File: src/rtl/event_encoder_pkg.sv
// -----------------------------------------------------------------------------
// event_encoder_pkg
// Shared widths, the controller state type and a popcount helper for the
// event encoder and its priority-encoder sub-module.
// -----------------------------------------------------------------------------
package event_encoder_pkg;

  localparam int EV_W   = 8;  // number of event lines
  localparam int CODE_W = 3;  // width of an event index
  localparam int CNT_W  = 4;  // holds 0..EV_W

  typedef enum logic {
    IDLE,
    PRESENT
  } state_t;

  // Number of set bits in an event vector.
  function automatic logic [CNT_W-1:0] popcount(input logic [EV_W-1:0] v);
    logic [CNT_W-1:0] sum;
    sum = '0;
    for (int i = 0; i < EV_W; i++) begin
      sum = sum + {{(CNT_W-1){1'b0}}, v[i]};
    end
    return sum;
  endfunction

endpackage

File: src/rtl/prio_enc8.sv
// -----------------------------------------------------------------------------
// prio_enc8
// Combinational 8-to-3 priority encoder; bit 7 has the highest priority.
//
// Ports:
//   vec  in  [7:0]  request vector
//   idx  out [2:0]  index of the highest set bit (0 when vec is 0)
//   any  out        at least one bit of vec is set
// -----------------------------------------------------------------------------
module prio_enc8
  import event_encoder_pkg::*;
(
  input  logic [EV_W-1:0]   vec,
  output logic [CODE_W-1:0] idx,
  output logic              any
);

  always_comb begin
    // NOTE: give every combinational output a default before any conditional
    // assignment; otherwise the tool infers a latch to hold the old value.
    idx = '0;
    any = |vec;
    // Ascending scan: the last hit is the highest set bit, so it wins.
    for (int i = 0; i < EV_W; i++) begin
      if (vec[i]) idx = CODE_W'(i);
    end
  end

endmodule

File: src/rtl/event_encoder.sv
// -----------------------------------------------------------------------------
// event_encoder
// Captures level events into a pending register and hands them out one at a
// time, highest index first, over a valid/ready interface.
//
// Ports:
//   clk    in        clock, rising edge
//   rst_n  in        asynchronous active-low reset
//   ev     in  [7:0] event lines, sampled every cycle when en=1
//   en     in        capture enable
//   clr    in        synchronous clear of pending, ovf and any presentation
//   code   out [2:0] index of the presented event (registered)
//   valid  out       code holds a presented event (registered)
//   ready  in        consumer takes code when valid & ready at a clk edge
//   cnt    out [3:0] number of pending events, including the presented one
//   ovf    out       sticky: an event hit a bit that was already pending
// -----------------------------------------------------------------------------
module event_encoder
  import event_encoder_pkg::*;
(
  input  logic              clk,
  input  logic              rst_n,
  input  logic [EV_W-1:0]   ev,
  input  logic              en,
  input  logic              clr,
  output logic [CODE_W-1:0] code,
  output logic              valid,
  input  logic              ready,
  output logic [CNT_W-1:0]  cnt,
  output logic              ovf
);

  state_t            state;
  logic [EV_W-1:0]   pending;

  logic [EV_W-1:0]   taken;
  logic [EV_W-1:0]   remaining;
  logic [EV_W-1:0]   captured;
  logic [EV_W-1:0]   pending_next;
  logic [CODE_W-1:0] next_code;
  logic              next_any;
  logic              accept;

  assign accept = valid & ready;

  always_comb begin
    taken = '0;
    if (accept) taken[code] = 1'b1;
  end

  // Events arriving this cycle are not in 'remaining', so they only become
  // eligible for presentation from the next edge.
  assign remaining    = pending & ~taken;
  assign captured     = en ? ev : '0;
  // Set wins over clear: a bit accepted and re-raised in the same cycle stays.
  assign pending_next = clr ? '0 : (remaining | captured);

  // In IDLE valid is 0, so taken is 0 and 'remaining' equals 'pending': one
  // encoder serves both the first load and the back-to-back reload.
  prio_enc8 u_enc (
    .vec (remaining),
    .idx (next_code),
    .any (next_any)
  );

  // NOTE: sequential state is written only with non-blocking assignments so
  // every register samples the pre-edge values, regardless of statement order.
  always_ff @(posedge clk or negedge rst_n) begin
    if (!rst_n) begin
      state   <= IDLE;
      pending <= '0;
      code    <= '0;
      valid   <= 1'b0;
      cnt     <= '0;
      ovf     <= 1'b0;
    end else begin
      pending <= pending_next;
      cnt     <= popcount(pending_next);

      if (clr) begin
        ovf <= 1'b0;
      end else if (|(captured & remaining)) begin
        ovf <= 1'b1;
      end

      if (clr) begin
        // Clear overrides a simultaneous accept; the presentation is dropped.
        state <= IDLE;
        valid <= 1'b0;
      end else begin
        unique case (state)
          IDLE: begin
            if (next_any) begin
              code  <= next_code;
              valid <= 1'b1;
              state <= PRESENT;
            end
          end
          PRESENT: begin
            // Without an accept, code and valid hold; later higher-priority
            // arrivals wait for the current transfer to finish.
            if (accept) begin
              if (next_any) begin
                code <= next_code;
              end else begin
                valid <= 1'b0;
                state <= IDLE;
              end
            end
          end
          default: begin
            valid <= 1'b0;
            state <= IDLE;
          end
        endcase
      end
    end
  end

endmodule

File: config.mk
export PLATFORM = sky130hd
export DESIGN_NAME = event_encoder
export DESIGN_NICKNAME = d
export VERILOG_FILES = /design/src/rtl/event_encoder_pkg.sv /design/src/rtl/prio_enc8.sv /design/src/rtl/event_encoder.sv
export SDC_FILE = /design/constraint.sdc
export NUM_CORES = 1
export LEC_CHECK = 0
export ABC_CLOCK_PERIOD_IN_PS = 3600
export CAP_MARGIN = 20
export CORE_ASPECT_RATIO = 0.5
export CORE_MARGIN = 1
export CORE_UTILIZATION = 40
export DETAILED_ROUTE_END_ITERATION = 12
export SLEW_MARGIN = 20
export SYNTH_ARGS = -nofsm -noshare
export SYNTH_HDL_FRONTEND = slang
export SYNTH_SLANG_ARGS = --single-unit
File: constraint.sdc
create_clock -name clk -period 3.6 [get_ports clk]
set_input_delay 1.08 -clock clk [delete_from_list [all_inputs] [get_ports clk]]
set_output_delay 1.08 -clock clk [all_outputs]
set_load 0.02 [all_outputs]
==> flow_metrics.py <==
metrics = {
    "run_status": {
        "status": "complete, but fails checks",
        "violations": "setup timing",
    },
    "route": {
        "drc": 0,
        "wire_per_inst_um": 13.29,
        "wirelength_um": 2499,
        "vias_per_cell": 4.856,
        "vias": 913,
        "drtPass1Iterations": 4,
        "ant_nets": 0,
        "drt_first_iter_violations": 59,
    },
    "placement": {
        "dp_hpwl_um": 1985,
        "place_ws_ns": -0.8307,
        "portBuffers": 21,
        "gp_congestion": 0.8248,
        "place_inst": 182,
    },
    "yosys": {
        "synth_compound_area_share_pct": 22.04,
        "yosysTopAreaCellShare_pct": 42.65,
        "synth_cells": 112,
        "ys_ff_latch": 18,
        "post_synth_num_cell_types": 29,
        "muxShareOfSynthArea_pct": 1.066,
        "synth_nets": 132,
        "yosysSeqAreaShare_pct": 42.65,
        "synth_top_cell_by_area": "dfrtp_1",
        "avgSynthCellArea_um2": 9.429,
        "ys_warn_count": 0,
        "syn_area_um2": 1056,
        "synth_top_family_by_area": "compound AO/OA/AOI/OAI gates",
        "synthSimpleGateAreaFrac_pct": 13.03,
        "synthAdderAreaFrac_pct": 11.14,
        "synth.area.top_cells": "dfrtp_1 43%, inv_1 8.5%, fa_1 7.6%",
        "synth-xor-area-share_pct": 0.8294,
    },
    "worst_setup_path": {
        "crit_path_end_kind": "flip-flop",
        "r2r_slack_ns": 0.17,
        "worstSetupPathType": "input port to flip-flop",
        "critPathBufInv": 4,
        "slowest_delay_ns": 0.51,
        "required_ns": 3.75,
        "crit_chain": "buf_8, nand3_2, o21ai_1, a21o_1, fa_1, fa_1, fa_1, inv_1, ha_2, inv_2, fa_2, inv_1",
        "r2r.worst_path.cells": 11,
        "r2r_start": "code[2]$_DFFE_PN0P_",
        "r2r-end": "cnt[1]$_DFF_PN0_",
        "cpMostUsedCell": "fa_1",
        "cp_top_family": "adder cells",
        "startpoint_type": "input port",
        "crit_path_top_delay_cell": "fa_1",
        "worstPathArrival_ns": 3.93,
        "crit_fanout": 3,
    },
    "global_routing": {
        "grt_start_max_net_pins": 19,
        "grt_first_pass_wirelength_um": 4195,
        "grt-ovfl-total": 0,
        "grt_busiest_layer": "met2",
        "antenna_found_initial": 0,
        "grt_util_met1_pct": 28.90,
        "track_usage_pct": 21.36,
        "gr-usage-met3_pct": 7.368,
        "grt_pass1_vias": 906,
        "grt_util_met2_pct": 34.01,
    },
    "timing": {
        "setup-violations-final": 2,
        "fin_ws_ns": -0.1769,
        "skew_ns": 0.003274,
        "fmax_mhz": 264.8,
        "fin_crit_sh_pct": 104.9,
        "period_needed_ns": 3.777,
        "finalHoldViolations": 0,
        "worst_pin_slew_ns": 0.7948,
        "slew_viol_final": 0,
        "rsz0062_at_grt": "yes",
        "maxSlewHeadroom_pct": 46.85,
        "tns_ns": -0.3324,
    },
    "clock_network": {
        "ctsHoldBuffers": 0,
        "clk_pin_slew_worst_paths_ns": 0.07,
        "insertion_delay_ns": 0.25,
        "numClockSinks": 18,
        "cts_tree": "built",
        "ctsLongestPathBuffers": 2,
        "cts_buffers": 3,
        "root_buffer": "clkbuf_8",
        "htreeDepth": 1,
    },
    "pwr": {
        "p_total_mw": 0.6925,
        "leakagePower_nw": 0.7655,
        "cellPowerDensity_nw_per_um2": 457.8,
        "vdd_drop_max_v": 0.0002684,
    },
    "die": {
        "core_um2": 2357,
        "ioPinCount": 22,
        "die-area_um2": 2862,
        "die_h_um": 38.33,
        "die_w_um": 74.67,
        "start_util_pct": 44.80,
        "rows": 12,
    },
    "final_layout": {
        "seq_area_um2": 450.4,
        "final_nets": 174,
        "insertedDiodeCount": 0,
        "layout_common_cells": "23 x inv_1, 18 x dfrtp_1, 18 x buf_4",
        "multi_input_area_um2": 533.0,
        "layout_commonest_cell": "inv_1",
        "drive_above_1_share_pct": 22.88,
        "area_growth_pct": 43.25,
        "final_core_util_pct": 64.17,
        "nFillCells": 217,
        "final_cells": 188,
    },
    "job": {
        "cap_violations": 0,
    },
    "min_path": {
        "hold_path_class": "flip-flop to flip-flop",
        "hold_path_depth": 2,
        "min_to": "ovf$_DFFE_PN0P_",
        "min_from": "ovf$_DFFE_PN0P_",
    },
}
worst max path at each step:
stage / startpoint / to / slack, ns / depth (start not counted)
final: ready / cnt[1]$_DFF_PN0_ / -0.18 / 12
after global routing: ready / cnt[1]$_DFF_PN0_ / -0.27 / 12
after CTS: ready / cnt[1]$_DFF_PN0_ / -0.26 / 12
after detailed placement: ready / cnt[2]$_DFF_PN0_ / -0.83 / 12
after global placement: ready / cnt[1]$_DFF_PN0_ / -0.82 / 13
after floorplan: ready / cnt[2]$_DFF_PN0_ / -0.26 / 11
per-stage QoR:
step                cell area [um^2]  hold slack (ns)
global placement                1423           0.4977
finish                          1513           0.5090
CTS                             1489           0.5126
global route                    1513           0.5555
detailed placement              1423           0.5031
floorplan                       1056           0.4871
synthesized netlist by cell type:
master / count
o2bb2ai_1: 1
a221oi_1: 1
xnor2_1: 1
fa_1: 4
clkbuf_1: 2
a31o_1: 1
inv_1: 24
a21o_1: 6
nand2_1: 16
a21oi_1: 6
o21ai_1: 6
mux2_1: 1
nand2b_1: 3
nand3_2: 1
o211ai_1: 2
a22o_1: 1
ha_1: 3
nand3b_1: 1
nor2b_1: 1
and3_1: 1
o31ai_2: 2
o22ai_1: 3
dfrtp_1: 18
o21a_1: 1
a2bb2oi_1: 1
o41ai_1: 1
nand4_2: 2
o21ai_2: 1
nor2_1: 1
layer usage:
| layer | routed length (um) | vias to the layer above |
|---|---|---|
| li1 | - | 452 |
| met1 | 1231 | 434 |
| met2 | 1116 | 23 |
| met3 | 140 | 4 |
| met4 | 11 | 0 |
| met5 | 0 | - |
timing repair:
action,4_1_cts,5_1_grt
cloned,0,0
buffers inserted,1,1
setup endpoints to repair,4,3
gates resized for setup,14,5
pin swaps,7,6
flip-flops by register name, indices dropped and copies added (netlist names):
name / cells
ovf: 1
state: 1
pending: 8
code: 3
valid: 1
cnt: 4
power breakdown:
group          internal (mW)  leakage, nW  switching [mW]
logic                  0.127        0.508           0.131
registers              0.236        0.229          0.0351
clock network         0.0971       0.0288          0.0665
logic make-up after synthesis:
family | after synthesis
buf+inv | 26
xor+xnor | 1
mux | 1
fa+ha+maj | 7
flops | 18
compound gates | 33
simple gates | 26
worst min-delay path: stages, from the launching register on:
cell and delay, ns:
dfrtp_1 0.38, inv_1 0.05, a21oi_1 0.05
cell type report:
type	instances	area share [%]
Inverter	24	5.955
Sequential cell	18	29.78
Clock buffer	4	3.639
Multi-Input combinational cell	68	35.24
Tap cell	35	2.895
Timing Repair Buffer	39	22.50
(Power assumes the default switching activity.)
